[config.mk]
export PLATFORM = sky130hd
export DESIGN_NAME = voting_machine_param
export DESIGN_NICKNAME = d
export VERILOG_FILES = /design/src/rtl/voting_machine_param.sv
export SDC_FILE = /design/constraint.sdc
export NUM_CORES = 1
export LEC_CHECK = 0
export ABC_CLOCK_PERIOD_IN_PS = 12710
export BUFFER_PORTS_ARGS = -buffer_cell sky130_fd_sc_hd__buf_4
export CAP_MARGIN = 20
export CORE_ASPECT_RATIO = 2
export CORE_MARGIN = 2
export CORE_UTILIZATION = 57
export DETAILED_ROUTE_END_ITERATION = 16
export PLACE_DENSITY = 0.76
export SETUP_SLACK_MARGIN = 0.05
export SKIP_CTS_REPAIR_TIMING = 1
export SYNTH_ARGS = -nofsm -noshare
export SYNTH_HDL_FRONTEND = slang
export SYNTH_SLANG_ARGS = --single-unit
[constraint.sdc]
create_clock -name clock -period 12.71 [get_ports clock]
set_input_delay 2.542 -clock clock [delete_from_list [all_inputs] [get_ports clock]]
set_output_delay 2.542 -clock clock [all_outputs]
set_load 0.02 [all_outputs]
[src/rtl/voting_machine_param.sv]
// Parametrised debounced voting machine: vote FSM, saturating tallies, result display, winner/tie.
// Optional feature macro VOTE_TOTAL_EN adds a registered vote total and a saturation flag.
module voting_machine_param #(
    parameter int NUM_CAND = 4,
    parameter int CNT_W    = 8,
    parameter int DEBOUNCE = 10
) (
    input  logic                              clock,
    input  logic                              reset,
    input  logic                              mode,
    input  logic [NUM_CAND-1:0]               button,
    output logic [CNT_W-1:0]                  led,
    output logic                              vote_valid,
    output logic                              vote_reject,
    output logic [$clog2(NUM_CAND)-1:0]       winner,
    output logic                              tie
`ifdef VOTE_TOTAL_EN
    ,
    output logic [CNT_W+$clog2(NUM_CAND)-1:0] total,
    output logic                              total_full
`endif
);

    localparam int IDX_W = $clog2(NUM_CAND);
    localparam int DBC_W = $clog2(DEBOUNCE + 1);
    localparam logic [DBC_W-1:0] DBC_LAST = DBC_W'(DEBOUNCE - 1);

    typedef enum logic [1:0] {S_IDLE, S_DEBOUNCE, S_WAIT_REL} state_t;

    state_t              state, state_n;
    logic [IDX_W-1:0]    idx, idx_n;
    logic [DBC_W-1:0]    dbc, dbc_n;
    logic                released;
    logic [CNT_W-1:0]    tally [NUM_CAND];

    logic                btn_any, btn_one, btn_multi, cap_high, others;
    logic [IDX_W-1:0]    low_idx;
    logic                do_vote, do_reject;
    logic [CNT_W-1:0]    max_v, led_c;
    logic [IDX_W-1:0]    win_c;
    logic                tie_c;

    always_comb begin
        low_idx = '0;
        for (int i = NUM_CAND - 1; i >= 0; i--)
            if (button[i]) low_idx = IDX_W'(i);
    end

    assign btn_any   = |button;
    assign btn_one   = btn_any && ((button & (button - NUM_CAND'(1))) == '0);
    assign btn_multi = btn_any && !btn_one;
    assign cap_high  = button[idx];
    assign others    = |(button & ~(NUM_CAND'(1) << idx));

    // released stays low after reset until every button has been seen low once
    always_ff @(posedge clock) begin
        if (reset) begin
            state    <= S_IDLE;
            idx      <= '0;
            dbc      <= '0;
            released <= 1'b0;
        end else begin
            state <= state_n;
            idx   <= idx_n;
            dbc   <= dbc_n;
            if (!btn_any) released <= 1'b1;
        end
    end

    always_comb begin
        state_n = state;
        idx_n   = idx;
        dbc_n   = dbc;
        if (mode) begin
            state_n = S_WAIT_REL;
            dbc_n   = '0;
        end else begin
            case (state)
                S_IDLE: begin
                    if (released && btn_one) begin
                        state_n = S_DEBOUNCE;
                        idx_n   = low_idx;
                        dbc_n   = DBC_W'(1);
                    end else if (released && btn_multi) begin
                        state_n = S_WAIT_REL;
                    end
                end
                S_DEBOUNCE: begin
                    if (others || dbc == DBC_LAST) begin
                        state_n = S_WAIT_REL;
                        dbc_n   = '0;
                    end else if (!cap_high) begin
                        state_n = S_IDLE;
                        dbc_n   = '0;
                    end else begin
                        dbc_n = dbc + DBC_W'(1);
                    end
                end
                S_WAIT_REL: begin
                    if (!btn_any) state_n = S_IDLE;
                end
                default: state_n = S_IDLE;
            endcase
        end
    end

    always_comb begin
        do_vote   = !mode && state == S_DEBOUNCE && !others && cap_high && dbc == DBC_LAST;
        do_reject = !mode && ((state == S_IDLE && released && btn_multi) ||
                              (state == S_DEBOUNCE && others));
    end

    always_ff @(posedge clock) begin
        if (reset) begin
            for (int i = 0; i < NUM_CAND; i++) tally[i] <= '0;
            vote_valid  <= 1'b0;
            vote_reject <= 1'b0;
        end else begin
            vote_valid  <= do_vote;
            vote_reject <= do_reject;
            if (do_vote && tally[idx] != '1) tally[idx] <= tally[idx] + CNT_W'(1);
        end
    end

    // lowest index holding the maximum wins; tie needs a second holder and a non-zero max
    always_comb begin
        max_v = tally[0];
        win_c = '0;
        tie_c = 1'b0;
        for (int i = 1; i < NUM_CAND; i++) begin
            if (tally[i] > max_v) begin
                max_v = tally[i];
                win_c = IDX_W'(i);
            end
        end
        for (int i = 0; i < NUM_CAND; i++)
            if (tally[i] == max_v && IDX_W'(i) != win_c) tie_c = 1'b1;
        if (max_v == '0) tie_c = 1'b0;
    end

    assign led_c = (mode && btn_any) ? tally[low_idx] : '0;

    always_ff @(posedge clock) begin
        if (reset) begin
            led    <= '0;
            winner <= '0;
            tie    <= 1'b0;
        end else begin
            led    <= led_c;
            winner <= win_c;
            tie    <= tie_c;
        end
    end

`ifdef VOTE_TOTAL_EN
    logic [CNT_W+IDX_W-1:0] total_c;
    logic                   full_c;

    always_comb begin
        total_c = '0;
        full_c  = 1'b0;
        for (int i = 0; i < NUM_CAND; i++) begin
            total_c = total_c + (CNT_W + IDX_W)'(tally[i]);
            if (tally[i] == '1) full_c = 1'b1;
        end
    end

    always_ff @(posedge clock) begin
        if (reset) begin
            total      <= '0;
            total_full <= 1'b0;
        end else begin
            total      <= total_c;
            total_full <= full_c;
        end
    end
`endif

endmodule

==> flow_summary.yaml <==
run_status:
  outcome: "finished clean"
power_and_ir_drop:
  comb_power_share_pct: 34.7
  p_leak_nw: 1.827
  switching_share_pct: 34.65
  powerDensity_nw_per_um2: 119.4
  finalPower_mw: 0.5734
  power_frac_seq_pct: 37.9
  ir_worst_vdd_v: 0.0001087
  internal-power_mw: 0.3747
  p_sw_mw: 0.1987
  p_clk_share_pct: 27.4
logic_synthesis:
  ys.flop_type: "edfxtp_1"
  synth_seq_area_share_pct: 31.80
  synth_area_leader_cell: "edfxtp_1"
  yosysWarnings: 0
  ys_ff_latch: 56
  netlist_top_cells_count: "nor2_1, edfxtp_1, inv_1, ha_1"
  synth_edf_count: 32
  synth_nets: 495
  yosysUniqueCellTypes: 78
  yosysMostFrequentCell: "nor2_1"
  async_flop_share_pct: 0
  yosys.area.top_type_share_pct: 21.20
  synthTopCellsByArea: "edfxtp_1, dfxtp_1, mux4_2"
  postSynthCellCount: 462
  syn_area_sq_um: 4533
  avgSynthCellArea_sq_um: 9.812
setup_path:
  crit_path_end_kind: "flip-flop"
  cpMostUsedCell: "ha_1"
  cp_max_fo: 21
  worstPathArrival_ns: 7.34
  cp_data_required_time_ns: 12.94
  crit_slowest_cell: "edfxtp_1"
  reg2reg_depth: 26
  crit_type: "flip-flop to flip-flop"
  rrSetupSlack_ns: 5.60
  rr_startpoint: "tally[1][7]"
  r2r_end: "tie"
  cp-start-kind: "flip-flop"
  slowest_delay_ns: 0.54
final_layout:
  final_layout_size_suffix_gt1_share_pct: 17.41
  antenna_cells: 0
  fill_cells: 657
  nets: 503
  final_util_pct: 61.38
  areaGrowthSynthToFinish_pct: 5.990
global_routing:
  grt-ovfl-total: 0
  grt_usage_pct: 28.72
  first_global_vias: 3464
  grt_max_degree: 22
  grt_pass1_wl_microns: 18550
  antenna_found_initial: 0
floorplanning:
  io-pin-count: 20
  core_area_sq_um: 7828
  die_x_microns: 67.06
  dieHeight_microns: 130.1
  rows: 46
  dieArea_sq_um: 8726
  initial_core_util_pct: 57.91
hold_path:
  min_from: "released"
  hp-class: "flip-flop to flip-flop"
  hold_end: "released"
  whs_path_depth: 2
drt:
  firstDrtPassIters: 5
  drtIter0Drc: 424
  drt_wl_total_microns: 11870
  drtAntennaViolNets: 0
  wl_per_cell_microns: 20.94
  drc_errors: 0
  vias: 3780
  via_per_inst: 6.667
clocking:
  worstSkewPairLatency_ns: 0.30
  cts_root_buf: "clkbuf_16"
  cts_buffers: 5
  clk_pin_slew_ns: 0.07
  cts.sinks: 56
  cts_tree: "done"
  cts_htree_levels: 2
  clk_path_buf_depth: 2
timing:
  clock.fmax_ghz: 0.1407
  worstMarginPinSlew_ns: 0.7406
  rsz0062_at_grt: "false"
  min_period_ns: 7.108
  setup_viol: 0
  period_share_pct: 55.92
  skew_ns: 0.006841
  final-max-slew-violation-count: 0
  finalHoldViolations: 0
  setup_tns_ns: 0
  relSlewSlack_pct: 50.52
placement:
  numPortBuffers: 19
  gp_congestion: 1.013
  hpwl_microns: 8946
run:
  drv_cap: 0
==> power groups by stage <==
stage          sequential [mW]  clock (mW)  combinational (mW)
2_1_floorplan            0.215           0               0.160
3_3_place_gp             0.220           0               0.194
3_5_place_dp             0.220           0               0.194
4_1_cts                  0.216       0.157               0.195
5_1_grt                  0.218       0.163               0.217
6_report                 0.217       0.157               0.199
==> per-layer routing <==
| layer | part of all wire, % | GRT usage (%) | wire [microns] |
|---|---|---|---|
| met5 | 0 | 0 | 0 |
| met4 | 5.6 | 15.61 | 659 |
| met3 | 11 | 5.862 | 1329 |
| met2 | 45 | 42.40 | 5329 |
| met1 | 38 | 39.15 | 4553 |
==> cells by family (layout without fill, tap and decap cells) <==
logic type	after synthesis	count (layout)	share of synthesized area (%)
compound gates	103	103	17.33
mux	29	29	11.62
fa+ha+maj	26	26	7.176
simple gates	160	160	18.41
buf+inv	50	59	6.321
flops	56	56	31.80
xor+xnor	38	38	7.342
==> per-stage QoR <==
| stage | cells | hold WS [ns] | setup slack (ns) | instance area, sq um |
|---|---|---|---|---|
| floorplan | 462 | 0.4354 | 6.764 | 4533 |
| global placement | 558 | 0.4525 | 5.863 | 4629 |
| detailed placement | 559 | 0.4498 | 5.740 | 4637 |
| CTS | 567 | 0.4616 | 5.719 | 4805 |
| global route | 567 | 0.4825 | 4.964 | 4805 |
| finish | 567 | 0.4642 | 5.602 | 4805 |
==> critical path, delay by kind of cell (launching register included) <==
| kind | cells | cell delay [ns] |
|---|---|---|
| compound gates | 14 | 3.70 |
| fa+ha+maj | 3 | 0.91 |
| buf+inv | 1 | 0.05 |
| flops | 1 | 0.54 |
| mux | 1 | 0.42 |
| simple gates | 7 | 1.40 |
==> cells in the final DEF (no fill, tap or decap), drive strengths merged, types with 4 or more instances in the layout <==
master,instances
a21o,9
a21oi,23
a31oi,8
and3,4
buf,21
clkbuf,5
dfxtp,24
edfxtp,32
ha,26
inv,30
mux2,6
mux2i,6
mux4,17
nand2,24
nand2b,6
nand3,13
nand4,4
nor2,57
nor2b,11
nor3,8
nor4,8
o21ai,14
o21bai,4
o41ai,6
or2,10
xnor2,22
xor2,16
==> worst max-delay path by stage <==
stage,start,endpoint,slack (ns),cells past startpoint
4_1_cts,tally[1][7],tie,5.72,26
2_1_floorplan,tally[1][6],tie,6.76,27
3_3_place_gp,tally[1][7],tie,5.86,26
6_report,tally[1][7],tie,5.60,26
5_1_grt,tally[1][7],tie,4.96,25
3_5_place_dp,tally[1][7],tie,5.74,26
==> layout make-up <==
class                      instances  area [sq um]  area share (%)
inverter                          30         112.6           2.344
clock buffer                       5         125.1           2.604
timing repair buffer              21         157.7           3.281
sequential                        56          1441           30.00
tap                               96         120.1           2.500
multi-input combinational        356          2805           58.39
clock inverter                     3         42.54          0.8854
==> state kept, by name, summed over array words and instances (netlist names), named ones only <==
signal and cells:
dbc 4, idx 2, led 8, released 1
state 2, tally 32, tie 1, vote_reject 1
vote_valid 1, winner 2
No activity file was read; power rests on OpenSTA's default activity.
